`src/rtl/timer_stats_pkg.sv`:
```
// timer_stats_pkg: shared FSM encoding and default widths for timer_stats
package timer_stats_pkg;
  typedef enum logic [1:0] {IDLE = 2'd0, SETTLE = 2'd1, CAPTURE = 2'd2, CLR_TMR = 2'd3} state_e;
  localparam int CNT_W_DEF = 32;
  localparam int SUM_W_DEF = 48;
  localparam logic [63:0] MIN_RESET = '1;
endpackage

```
`src/rtl/timer_stats_if.sv`:
```
// timer_stats_if: link between the interval timer and its statistics block
interface timer_stats_if import timer_stats_pkg::*; #(parameter int CNT_W = CNT_W_DEF);
  logic stop;
  logic [CNT_W-1:0] timer_value;
  logic timer_clr;
  modport master (output stop, timer_value, input timer_clr);
  modport slave (input stop, timer_value, output timer_clr);
endinterface

```
`src/rtl/timer_stats_ctrl.sv`:
```
// timer_stats_ctrl: stop edge detect, settle delay and capture/clear sequencing
module timer_stats_ctrl import timer_stats_pkg::*; #(
  parameter int SETTLE_CYCLES = 2
) (
  input  logic clk,
  input  logic reset,
  input  logic stop,
  output logic capture,
  output logic overrun,
  output logic timer_clr,
  output logic new_sample,
  output logic busy
);
  state_e state_q, state_d;
  logic stop_q, stop_rise;
  logic [3:0] cnt_q, cnt_d;
  logic timer_clr_q, new_sample_q, busy_q;
  always_comb begin
    stop_rise = stop & ~stop_q;
    state_d = state_q;
    cnt_d = cnt_q;
    case (state_q)
      IDLE: if (stop_rise) begin
        state_d = SETTLE;
        cnt_d = 4'(SETTLE_CYCLES - 1);
      end
      SETTLE: if (cnt_q == '0) state_d = CAPTURE; else cnt_d = cnt_q - 1'b1;
      CAPTURE: state_d = CLR_TMR;
      default: state_d = IDLE;
    endcase
  end
  always_ff @(posedge clk or negedge reset)
    if (!reset) begin
      state_q <= IDLE;
      stop_q <= 1'b0;
      cnt_q <= '0;
      timer_clr_q <= 1'b0;
      new_sample_q <= 1'b0;
      busy_q <= 1'b0;
    end else begin
      state_q <= state_d;
      stop_q <= stop;
      cnt_q <= cnt_d;
      timer_clr_q <= state_q == CAPTURE;
      new_sample_q <= state_q == CAPTURE;
      busy_q <= state_d != IDLE;
    end
  assign capture = state_q == CAPTURE;
  assign overrun = stop_rise && state_q != IDLE;
  assign timer_clr = timer_clr_q;
  assign new_sample = new_sample_q;
  assign busy = busy_q;
endmodule

```
`src/rtl/timer_stats.sv`:
```
// timer_stats: captures settled timer intervals into last/min/max/sum/count statistics
// Optional TIMER_STATS_AVG_EN adds a windowed average output avg_val.
module timer_stats import timer_stats_pkg::*; #(
  parameter int CNT_W = CNT_W_DEF,
  parameter int SUM_W = SUM_W_DEF,
  parameter int SETTLE_CYCLES = 2
`ifdef TIMER_STATS_AVG_EN
  , parameter int WIN_LOG2 = 4
`endif
) (
  input  logic clk,
  input  logic reset,
  timer_stats_if.slave tif,
  input  logic stats_clr,
  output logic busy,
  output logic new_sample,
  output logic [CNT_W-1:0] last_val,
  output logic [CNT_W-1:0] min_val,
  output logic [CNT_W-1:0] max_val,
  output logic [SUM_W-1:0] sum_val,
  output logic [31:0] n_samples,
  output logic [15:0] n_overrun
`ifdef TIMER_STATS_AVG_EN
  , output logic [CNT_W-1:0] avg_val
`endif
);
  localparam logic [CNT_W-1:0] MIN_RST = CNT_W'(MIN_RESET);
  logic capture, overrun, timer_clr;
  logic [CNT_W-1:0] v;
  logic [SUM_W:0] sum_ext;
  logic [CNT_W-1:0] last_val_q, last_val_d, min_val_q, min_val_d, max_val_q, max_val_d;
  logic [SUM_W-1:0] sum_val_q, sum_val_d;
  logic [31:0] n_samples_q, n_samples_d;
  logic [15:0] n_overrun_q, n_overrun_d;
  timer_stats_ctrl #(.SETTLE_CYCLES(SETTLE_CYCLES)) u_ctrl (
    .clk(clk), .reset(reset), .stop(tif.stop), .capture(capture), .overrun(overrun),
    .timer_clr(timer_clr), .new_sample(new_sample), .busy(busy)
  );
  assign tif.timer_clr = timer_clr;
  assign v = tif.timer_value;
  // stats_clr outranks a coincident capture, so that sample is dropped
  always_comb begin
    sum_ext = {1'b0, sum_val_q} + {{(SUM_W + 1 - CNT_W){1'b0}}, v};
    last_val_d = stats_clr ? '0 : capture ? v : last_val_q;
    min_val_d = stats_clr ? MIN_RST : (capture && v < min_val_q) ? v : min_val_q;
    max_val_d = stats_clr ? '0 : (capture && v > max_val_q) ? v : max_val_q;
    sum_val_d = stats_clr ? '0 : capture ? (sum_ext[SUM_W] ? '1 : sum_ext[SUM_W-1:0]) : sum_val_q;
    n_samples_d = stats_clr ? '0 : (capture && ~&n_samples_q) ? n_samples_q + 1'b1 : n_samples_q;
    n_overrun_d = stats_clr ? '0 : (overrun && ~&n_overrun_q) ? n_overrun_q + 1'b1 : n_overrun_q;
  end
  always_ff @(posedge clk or negedge reset)
    if (!reset) begin
      last_val_q <= '0;
      min_val_q <= MIN_RST;
      max_val_q <= '0;
      sum_val_q <= '0;
      n_samples_q <= '0;
      n_overrun_q <= '0;
    end else begin
      last_val_q <= last_val_d;
      min_val_q <= min_val_d;
      max_val_q <= max_val_d;
      sum_val_q <= sum_val_d;
      n_samples_q <= n_samples_d;
      n_overrun_q <= n_overrun_d;
    end
  assign last_val = last_val_q;
  assign min_val = min_val_q;
  assign max_val = max_val_q;
  assign sum_val = sum_val_q;
  assign n_samples = n_samples_q;
  assign n_overrun = n_overrun_q;
`ifdef TIMER_STATS_AVG_EN
  logic [CNT_W+WIN_LOG2-1:0] acc_q, acc_d, acc_sum;
  logic [WIN_LOG2-1:0] win_q, win_d;
  logic [CNT_W-1:0] avg_val_q, avg_val_d;
  // the accumulator is wide enough for a full window of all-ones samples
  always_comb begin
    acc_sum = acc_q + (CNT_W + WIN_LOG2)'(v);
    win_d = stats_clr ? '0 : capture ? win_q + 1'b1 : win_q;
    acc_d = (stats_clr || (capture && &win_q)) ? '0 : capture ? acc_sum : acc_q;
    avg_val_d = stats_clr ? '0 : (capture && &win_q) ? CNT_W'(acc_sum >> WIN_LOG2) : avg_val_q;
  end
  always_ff @(posedge clk or negedge reset)
    if (!reset) begin
      acc_q <= '0;
      win_q <= '0;
      avg_val_q <= '0;
    end else begin
      acc_q <= acc_d;
      win_q <= win_d;
      avg_val_q <= avg_val_d;
    end
  assign avg_val = avg_val_q;
`endif
endmodule

```
`src/flat_wrapper.sv`:
```
// flat-port wrapper written by rule: the top's interface ports become plain ports
module timer_stats_flat import timer_stats_pkg::*;
#(
  parameter int CNT_W = CNT_W_DEF,
  parameter int SUM_W = SUM_W_DEF,
  parameter int SETTLE_CYCLES = 2

)
  (clk, reset, stats_clr, busy, new_sample, last_val, min_val, max_val, sum_val, n_samples, n_overrun, tif_stop, tif_timer_value, tif_timer_clr);
  timer_stats_if #(.CNT_W(CNT_W)) tif_i ();
  input  logic clk;
  input  logic reset;
  input  logic stats_clr;
  output logic busy;
  output logic new_sample;
  output logic [CNT_W-1:0] last_val;
  output logic [CNT_W-1:0] min_val;
  output logic [CNT_W-1:0] max_val;
  output logic [SUM_W-1:0] sum_val;
  output logic [31:0] n_samples;
  output logic [15:0] n_overrun;
  input wire logic [$bits(tif_i.stop)-1:0] tif_stop;
  input wire logic [$bits(tif_i.timer_value)-1:0] tif_timer_value;
  output wire logic [$bits(tif_i.timer_clr)-1:0] tif_timer_clr;
  assign tif_i.stop = tif_stop;
  assign tif_i.timer_value = tif_timer_value;
  assign tif_timer_clr = tif_i.timer_clr;
  timer_stats #(.CNT_W(CNT_W), .SUM_W(SUM_W), .SETTLE_CYCLES(SETTLE_CYCLES)) u_core (.clk(clk), .reset(reset), .tif(tif_i), .stats_clr(stats_clr), .busy(busy), .new_sample(new_sample), .last_val(last_val), .min_val(min_val), .max_val(max_val), .sum_val(sum_val), .n_samples(n_samples), .n_overrun(n_overrun));
endmodule
```
`config.mk`:
```
export PLATFORM = sky130hd
export DESIGN_NAME = timer_stats_flat
export DESIGN_NICKNAME = d
export VERILOG_FILES = /design/src/rtl/timer_stats_pkg.sv /design/src/rtl/timer_stats_if.sv /design/src/rtl/timer_stats_ctrl.sv /design/src/rtl/timer_stats.sv /design/src/flat_wrapper.sv
export SDC_FILE = /design/constraint.sdc
export NUM_CORES = 1
export LEC_CHECK = 0
export CELL_PAD_IN_SITES_DETAIL_PLACEMENT = 0
export CELL_PAD_IN_SITES_GLOBAL_PLACEMENT = 1
export CORE_MARGIN = 4
export CORE_UTILIZATION = 40
export DETAILED_ROUTE_END_ITERATION = 10
export GPL_ROUTABILITY_DRIVEN = 0
export PLACE_DENSITY_LB_ADDON = 0.1
export SKIP_CTS_REPAIR_TIMING = 1
export SLEW_MARGIN = 20
export SYNTH_ARGS = -nofsm -noshare
export SYNTH_HDL_FRONTEND = slang
export SYNTH_SLANG_ARGS = --single-unit
export TNS_END_PERCENT = 1
```
`constraint.sdc`:
```
create_clock -name clk -period 6.5 [get_ports clk]
set_clock_uncertainty 0.15 [all_clocks]
set_input_delay 1.3 -clock clk [delete_from_list [all_inputs] [get_ports clk]]
set_output_delay 1.3 -clock clk [all_outputs]
set_load 0.01 [all_outputs]
```
* Word-level counts from Yosys, hierarchy flattened
Cells that the tools add are included.
** Cells by class
- Eq/ne operators :: 4
- Muxes and demuxes :: 19
- Bitwise operators :: 2
- Add/subtract/negate cells :: 4
- Reduce and logical (&&, ||, !) cells :: 20
- Magnitude comparators :: 2
** Operator list (number)
- 32-bit 2-to-1 mux :: 8
- 48-bit 2-to-1 mux :: 3
- 48-bit by 32-bit adder with 49-bit output :: 1
- 32-bit by 1-bit adder with 32-bit output (second input constant) :: 1
- 32-bit > comparator :: 1
- 32-bit < comparator :: 1
- 16-bit 2-to-1 mux :: 2
- 32-bit AND reduction :: 1
- 16-bit by 1-bit adder with 16-bit output (second input constant) :: 1
- 16-bit AND reduction :: 1
- 2-bit nonzero test :: 8
- 4-bit 2-to-1 mux :: 2
- 4-bit one-hot mux with 2 select lines :: 1
- 2-bit one-hot mux with 3 select lines :: 1
- 1-bit logical AND :: 5
- 4-bit logical NOT :: 1
- 2-bit 2-to-1 mux :: 2
- 2-bit != test (second input constant) :: 2
- 4-bit by 1-bit subtractor with 4-bit output (second input constant) :: 1
- 3-bit AND reduction :: 1
- 2-bit by 1-bit == test with 1-bit output (second input constant) :: 1
- 2-bit == test (second input constant) :: 1
- 1-bit logical NOT :: 2
- 2-bit logical NOT :: 1
- 2 further kinds :: 2
** Storage, ports and cells
- Output and inout bits :: 195
- Flip-flop bits (word level) :: 201
- Input bits :: 36
- Word-level logic and storage cells :: 62

* Longest topological paths before layout
Gate-level depths: netlist of the first run.
- Depth after elaboration :: 6
- Mapped depth :: 12
- Gate-level depth less buffers :: 10

* Hierarchy
A second synthesis of the first run with hierarchy kept.
** Unflattened totals
- Cell total of the unflattened synthesis :: 1397
- Area, all modules :: 12862.3 um^2
** Modules (own cells, without submodules)
- timer_stats :: instances 1, cells each 1353, area an instance 12399.4 um^2
- timer_stats_ctrl :: instances 1, cells each 44, area an instance 462.9 um^2

* Worst setup path after synthesis of the first run
Ideal clock, no wire load.
- Path type :: input to register
- Start point :: in tif_timer_value[0]
- End point :: reg u_core.sum_val_q[46] (netlist: u_core.sum_val[46])
- Buffers on the path :: 0
- Setup slack :: 2.655 ns
- Required time :: 6.225 ns
- Stages :: 10
- Arrival time :: 3.570 ns
- Cell sequence :: ha_1 -> fa_1 -> a211oi_1 -> o21a_1 -> a2bb2oi_1 -> nand2_1 -> a21oi_1 -> o22ai_1 -> nand3_1 -> mux2_2
** On the way
- Word-level cells in the longest chain between the ends :: 4
** RTL lines
- start, declared :: RTL line flat_wrapper.sv:23 : input wire logic [$bits(tif_i.timer_value)-1:0] tif_timer_value;
- 48-bit by 32-bit adder with 49-bit output :: RTL line timer_stats.sv:43 : sum_ext = {1'b0, sum_val_q} + {{(SUM_W + 1 - CNT_W){1'b0}}, v};
- 48-bit 2-to-1 mux (3 in a row) :: RTL line timer_stats.sv:47 : sum_val_d = stats_clr ? '0 : capture ? (sum_ext[SUM_W] ? '1 : sum_ext[SUM_W-1:0]) : sum_val_q;
- end signal, assigned :: RTL line timer_stats.sv:63 : sum_val_q <= sum_val_d;
- end, declared :: RTL line timer_stats.sv:32 : logic [SUM_W-1:0] sum_val_q, sum_val_d;
No other way between the ends. The select of a mux whose other input is x is not followed.
A chain may end at the register's enable or synchronous reset.

* Worst setup path after layout of the first run
- Start point :: in tif_timer_value[0]
- End point :: reg u_core.sum_val_q[25] (netlist: u_core.sum_val[25])
Same word-level chain as after synthesis.

==> results of run 1 <==
critical path: stages:
cell	delay (ns)
clkdlybuf4s50_1	0.55
ha_1	0.31
fa_1	0.43
a211oi_1	0.26
o21a_1	0.24
a2bb2oi_1	0.32
nand2_1	0.17
a31oi_2	0.15
buf_4	0.38
nand2_1	0.44
o221a_2	0.39
cell families (layout without fill, tap and decap cells):
| family | Yosys count | in the layout | synth area share |
|---|---|---|---|
| xor+xnor | 74 | 74 | 0.0526 |
| fa+ha+maj | 100 | 100 | 0.102 |
| simple gates | 462 | 462 | 0.177 |
| mux | 40 | 40 | 0.0328 |
| flops | 201 | 201 | 0.411 |
| buf+inv | 149 | 370 | 0.0469 |
| compound gates | 339 | 339 | 0.178 |
report_power, final:
group / switching (mW) / total [mW] / leakage (nW) / internal (mW)
registers: 0.127 / 1.57 / 2.67 / 1.44
logic: 0.898 / 1.58 / 3.71 / 0.679
clock network: 0.557 / 1.43 / 0.425 / 0.878
path summary, 6_finish.rpt:
kind                                               end  cells after the start  slack, ns                   start
worst min register to register  u_core.u_ctrl.cnt_q[0]                      1       0.36  u_core.u_ctrl.cnt_q[0]
max in group asynchronous          u_core.n_overrun[9]                      2       4.14                   reset
worst max register to register      u_core.sum_val[25]                     10       2.85       u_core.sum_val[0]
min in group asynchronous            u_core.max_val[8]                      1       0.71                   reset
worst min-delay path            u_core.u_ctrl.cnt_q[0]                      1       0.36  u_core.u_ctrl.cnt_q[0]
worst max-delay path                u_core.sum_val[25]                     11       1.82      tif_timer_value[0]
sequential cells by signal, indices dropped and copies added, names as in the netlist:
register,flops
u_core.last_val,32
u_core.max_val,32
u_core.min_val,32
u_core.n_overrun,16
u_core.n_samples,32
u_core.sum_val,48
u_core.u_ctrl.busy,1
u_core.u_ctrl.cnt_q,4
u_core.u_ctrl.new_sample,1
u_core.u_ctrl.state_q,2
u_core.u_ctrl.stop_q,1
layer usage:
metal	up-vias	wire length, µm
met5	-	0
met2	247	17500
met3	44	1760
li1	5255	-
met4	0	652
met1	5274	17300
cell type report:
cell class                 count  share of cell area
tap                          396              0.0313
clock buffer                  33              0.0445
sequential                   201               0.320
clock inverter                12             0.00853
timing repair buffer         244               0.153
inverter                      81              0.0193
multi-input combinational   1015               0.424
cells in the final DEF, fill, tap and decap left out, drive strengths merged, types with 16 or more instances in the layout:
master / instances
nand2: 192
mux2i: 37
inv: 79
nor3: 20
nand4: 36
a21oi: 100
o211ai: 72
a31oi: 25
a21o: 25
nand3: 24
xor2: 48
and3: 16
xnor2: 26
dfrtp: 169
dfstp: 32
o21ai: 63
ha: 99
clkbuf: 34
clkdlybuf4s50: 228
nor2: 101
stage by stage:
step	worst slack, ns	instances	hold WS (ns)
4_1_cts	1.81	1982	0.360
3_5_place_dp	1.27	1937	0.348
5_1_grt	1.59	1982	0.391
3_3_place_gp	1.38	1937	0.345
2_1_floorplan	2.66	1365	0.318
6_report	1.82	1982	0.361
==> results.cfg, run 1 <==
[worst_setup_path]
worst-path-max-fanout = 29
cp-end-kind = flop
start_kind = input pin
cp.required_ns = 6.76
arrival_ns = 4.94
crit_type = input pin to flop

[timing]
finalSetupTns_ns = 0
fin_crit_ns = 4.68
worst_pin_slew_ns = 0.998
fmax_mhz = 213
layout_worst_path_cycle_share = 0.721
slew-limit-headroom = 0.331
rsz0062_at_grt = no
finalSetupViolations = 0
finalMaxSlewViolations = 0
hold_viol_final = 0

[synthesis]
yosysSeqAreaShare = 0.411
synth-seq-cells = 201
syn_nets = 1501
syn-instance-count = 1365
yosysTopAreaCell = dfrtp_1
synth_top_area_share = 0.343
synth_cell_type_count = 71
synth_ff_type = dfrtp_1
synth_common_cells = nand2_1, dfrtp_1, nor2_1
synth_area_leaders = dfrtp_1, ha_1, dfstp_2
synthArstFlopShare = 1.00
synth_edf_count = 0
yosys_warnings = 0
yosysMostFrequentCell = nand2_1
netlist_area_mm2 = 0.0123
avgSynthCellArea_um2 = 9.03

[layout]
utilization = 0.519
antenna_cells = 0
nets = 1704
areaGrowthSynthToFinish_pct = 28.5
nFillCells = 2942
multi_input_area_mm2 = 0.00671
drive_above_1_share = 0.0725
fin_area_mm2 = 0.0158
ff_latch_area_mm2 = 0.00507

[floorplanning]
pin_count = 231
core_area_mm2 = 0.0305
die_h_um = 184
dieArea_mm2 = 0.0337
die_w_um = 184
rows = 64
initial_core_util = 0.404

[route]
drc = 0
routedWlPerCell_um = 18.8
wirelength_um = 37200
final_antenna_net_count = 0
drt_iter0_markers = 628
vias_per_cell = 5.46
routed-via-count = 10800
dr.pass1.iters = 5

[hold_path]
hold_path.class = flop to flop

[status]
status = finished clean

[power_and_ir_drop]
worst_ir_drop_vdd_uv = 173
report.power.total_mw = 4.58
p_per_area_mw_per_mm2 = 289
power.leakage_nw = 6.81

[grt]
grt_pass1_wl_um = 60500
met2_usage = 0.355
grt_overflow = 0
met1_usage = 0.312
antenna_found_initial = 0
grt_busiest_layer = met2
grt.total_usage = 0.217
grt_pass1_vias = 11000
grt_max_degree = 97
grtUsageMet3 = 0.0313

[cts]
cts.sink_count = 201
path_clk_slew_ns = 0.06
cts_tree = built
clock_latency_ns = 0.52
cts_root_buf = clkbuf_16
htree_levels = 1
clockBufferDepth = 3
tritoncts.num_buffers = 25

[placement]
dp_hpwl_um = 26200
dpl_cell_area_mm2 = 0.0150
numPortBuffers = 230

[run]
maxCapViolCount = 0
(Power assumes the default switching activity.)
==> run 2, diff against run 1 <==
Settings changed: CORE_UTILIZATION 40 to 36.
Clock period 6.5 ns to 4 ns, I/O delays scaled along.
==> results.cfg, run 2 (same netlist as run 1, synthesis figures left out) <==
[route]
dr.pass1.iters = 5
routed-via-count = 11000
final_antenna_net_count = 0
drt_iter0_markers = 544
routedWlPerCell_um = 18.8
wirelength_um = 39700
drc = 0
vias_per_cell = 5.23

[worst_setup_path]
arrival_ns = 3.64
rrSetupSlack_ns = 0.96
crit_top_cell = a21o_1
crit_type = input pin to flop
start_kind = input pin
cp.required_ns = 4.26
slowest_stage = clkdlybuf4s50_1
cpPeakStageDelay_ns = 0.49
cp-end-kind = flop
worst-path-max-fanout = 22
crit_chain = clkdlybuf4s50_1, buf_4, ha_1, a21o_1, a21o_1, a21oi_1, and3b_1, o221ai_1, a221oi_1, nor3_2, buf_12, mux2i_1

[placement]
dp_hpwl_um = 29000
numPortBuffers = 230

[floorplanning]
die_h_um = 193
die_w_um = 193
dieArea_mm2 = 0.0373
core_area_mm2 = 0.0336
pin_count = 231
rows = 67
initial_core_util = 0.367

[grt]
grt_max_degree = 91
grt_pass1_vias = 10900
grt_overflow = 0
antenna_found_initial = 0
grt.total_usage = 0.208
grt_pass1_wl_um = 62100

[timing]
layout_worst_path_cycle_share = 0.847
finalMaxSlewViolations = 0
slew-limit-headroom = 0.413
hold_viol_final = 0
finalSetupTns_ns = 0
rsz0062_at_grt = no
fmax_mhz = 295
finalSetupViolations = 0
fin_crit_ns = 3.39
worst_pin_slew_ns = 0.881

[run]
maxCapViolCount = 0

[layout]
drive_above_1_share = 0.114
areaGrowthSynthToFinish_pct = 34.7
nets = 1779
utilization = 0.494
antenna_cells = 0
largest_register_ffs = 48
final_cell_mix = clkdlybuf4s50_1, nand2_1, dfrtp_1, nor2_1, a21oi_1
final_common_cell = clkdlybuf4s50_1

[hold_path]
hold_path.class = input pin to async pin

[cts]
clockBufferDepth = 3
cts_root_buf = clkbuf_16
cts_tree = built
path_clk_slew_ns = 0.05
clock_latency_ns = 0.54
tritoncts.num_buffers = 27
cts.sink_count = 201
htree_levels = 1

[power_and_ir_drop]
pwr-share-clk = 0.321
p_per_area_mw_per_mm2 = 471
p_sw_frac = 0.343
power_frac_seq = 0.326
power.leakage_nw = 7.21
comb_power_share = 0.353
p_switching_mw = 2.68
intPower_mw = 5.14
worst_ir_drop_vdd_uv = 296

[status]
status = finished clean
## run 2: power by group through the flow
stage	combinational (mW)	sequential, mW	clock [mW]
2_1_floorplan	1.46	2.64	0
3_3_place_gp	2.77	2.58	0
3_5_place_dp	2.79	2.58	0
4_1_cts	2.80	2.55	2.58
5_1_grt	3.07	2.58	2.66
6_report	2.76	2.55	2.51
## run 2: path summary, 6_finish.rpt
check	start	depth (start not counted)	end
max in group asynchronous	reset	2	u_core.u_ctrl.stop_q
min in group clk	u_core.last_val[10]	2	u_core.last_val[10]
max reg2reg	u_core.sum_val[0]	11	u_core.sum_val[46]
min	reset	1	u_core.last_val[8]
min reg2reg	u_core.last_val[10]	2	u_core.last_val[10]
max	tif_timer_value[16]	12	u_core.max_val[7]
## run 2: layer usage
layer  share of wire  up-vias  track usage
li1                -     5416            -
met1            0.47     5326        0.301
met2            0.45      253        0.330
met3           0.050       51       0.0295
met4           0.023        0       0.0517
met5               0        -            0
## run 2: stage by stage
step	instances	instance area, µm²	hold slack (ns)	setup slack [ns]	power [mW]
after floorplan	1365	12300	0.318	0.655	4.09
after global routing	2112	16600	0.219	0.430	8.31
after global placement	2062	15700	0.347	0.0502	5.34
after detailed placement	2062	15700	0.358	0.0652	5.37
final	2112	16600	0.141	0.613	7.82
after CTS	2112	16600	0.207	0.617	7.93
## run 2: worst max-delay path: cells and delay by family
family                   cells  cell delay (ns)
AO/OA/AOI/OAI                5             1.24
adder cells (fa/ha/maj)      1             0.19
buffers and inverters        3             0.89
multiplexers                 1             0.15
AND/OR/NAND/NOR              2             0.34
## run 2: final cells by class
class                           instances  area (µm²)
Clock buffer                           41         798
Fill cell                            3200       17000
Multi-Input combinational cell       1015        6710
Timing Repair Buffer                  317        3030
Clock inverter                          9         126
Inverter                               81         307
Tap cell                              448         561
Sequential cell                       201        5070
==> run 3, diff against run 2 <==
Settings changed: CORE_UTILIZATION 36 to 40.
Clock period 4 ns to 3.3 ns, I/O delays scaled along.
==> results.cfg, run 3 (same netlist as run 1, synthesis figures left out) <==
[run]
maxCapViolCount = 0

[worst_setup_path]
arrival_ns = 3.43
rrSetupSlack_ns = 0.41
cp-end-kind = flop
crit_type = input pin to flop
worst-path-max-fanout = 13
rr_startpoint = u_core.sum_val[15]
start_kind = input pin
r2r_end = u_core.sum_val[43]
cp.required_ns = 3.56
cp-endpoint = u_core.sum_val[37]
crit_path_start = tif_timer_value[25]
reg2regPathDepth = 11

[layout]
areaGrowthSynthToFinish_pct = 40.3
fin_cells = 2155
antenna_cells = 0
final_cell_mix = clkdlybuf4s50_1, nand2_1, buf_4, dfrtp_1, nor2_1
utilization = 0.567
nets = 1877
final_common_cell = clkdlybuf4s50_1
largest_register_ffs = 48
drive_above_1_share = 0.170

[floorplanning]
dieArea_mm2 = 0.0337
rows = 64
die_h_um = 184
die_w_um = 184
core_area_mm2 = 0.0305
initial_core_util = 0.404
pin_count = 231

[hold_path]
hold_path.class = input pin to async pin

[route]
wirelength_um = 39100
vias_per_cell = 5.33
final_antenna_net_count = 0
drt_iter0_markers = 558
routed-via-count = 11500
dr.pass1.iters = 7
drc = 0
routedWlPerCell_um = 18.1

[grt]
met1_usage = 0.327
grt_overflow = 0
grtUsageMet3 = 0.0358
grt.total_usage = 0.228
grt_busiest_layer = met2
antenna_found_initial = 0
grt_pass1_wl_um = 62500
grt_max_degree = 113
grt_pass1_vias = 11500
met2_usage = 0.361

[power_and_ir_drop]
worst_ir_drop_vdd_uv = 339
power.leakage_nw = 7.66
report.power.total_mw = 9.62
p_per_area_mw_per_mm2 = 556

[cts]
clockBufferDepth = 3
cts.sink_count = 201
clock_latency_ns = 0.53
cts_tree = built
htree_levels = 1
path_clk_slew_ns = 0.06
tritoncts.num_buffers = 24
cts_root_buf = clkbuf_16

[status]
status = finished clean

[timing]
hold_viol_final = 0
finalMaxSlewViolations = 0
worst_pin_slew_ns = 0.657
finalSetupTns_ns = 0
fin_crit_ns = 3.17
layout_worst_path_cycle_share = 0.961
fmax_mhz = 315
slew-limit-headroom = 0.562
finalSetupViolations = 0
rsz0062_at_grt = yes

[placement]
numPortBuffers = 230
dp_hpwl_um = 28600
dp.cells = 2110
run 3: critical path, cell delays in order:
cell	delay [ns]
clkdlybuf4s50_1	0.50
ha_1	0.34
a21oi_1	0.19
o21ai_0	0.22
a221o_1	0.40
a32o_1	0.25
a31oi_2	0.19
buf_4	0.26
and2_1	0.17
and4_1	0.19
nor3_1	0.05
run 3: cell type report:
type                    count  area (µm²)
inverters                  81         307
clock buffers              36         697
well taps                 396         495
clock inverters             8         143
multi-input cells        1015        6790
flip-flops and latches    201        5070
repair buffers            418        3790
fillers                  2851       13200
run 3: worst min path at each step:
stage                                         to  depth (start not counted)
after floorplan               u_core.last_val[0]                          0
after global placement    u_core.u_ctrl.cnt_q[0]                          1
after detailed placement  u_core.u_ctrl.cnt_q[0]                          1
after CTS                     u_core.max_val[11]                          1
after global routing          u_core.max_val[11]                          1
final                         u_core.max_val[11]                          1
run 3: per-layer routing:
layer | wire [µm] | vias to the layer above
li1 | - | 5609
met4 | 968 | 0
met5 | 0 | -
met2 | 17500 | 265
met3 | 1940 | 58
met1 | 18600 | 5551
run 3: stage by stage:
| stage | hold WS (ns) | cell area [µm²] | setup WS [ns] |
|---|---|---|---|
| 6_report | 0.0131 | 17300 | 0.129 |
| 5_1_grt | 0.0481 | 17300 | -0.00744 |
| 4_1_cts | 0.0296 | 17200 | -0.0173 |
| 3_5_place_dp | 0.356 | 16400 | -0.567 |
| 3_3_place_gp | 0.343 | 16400 | -0.517 |
| 2_1_floorplan | 0.214 | 12300 | 0.0950 |
run 3: where the power goes:
part / total, mW / internal, mW / switching [mW]
Combinational: 3.68 / 1.76 / 1.91
Clock: 2.86 / 1.77 / 1.09
Sequential: 3.09 / 2.84 / 0.247
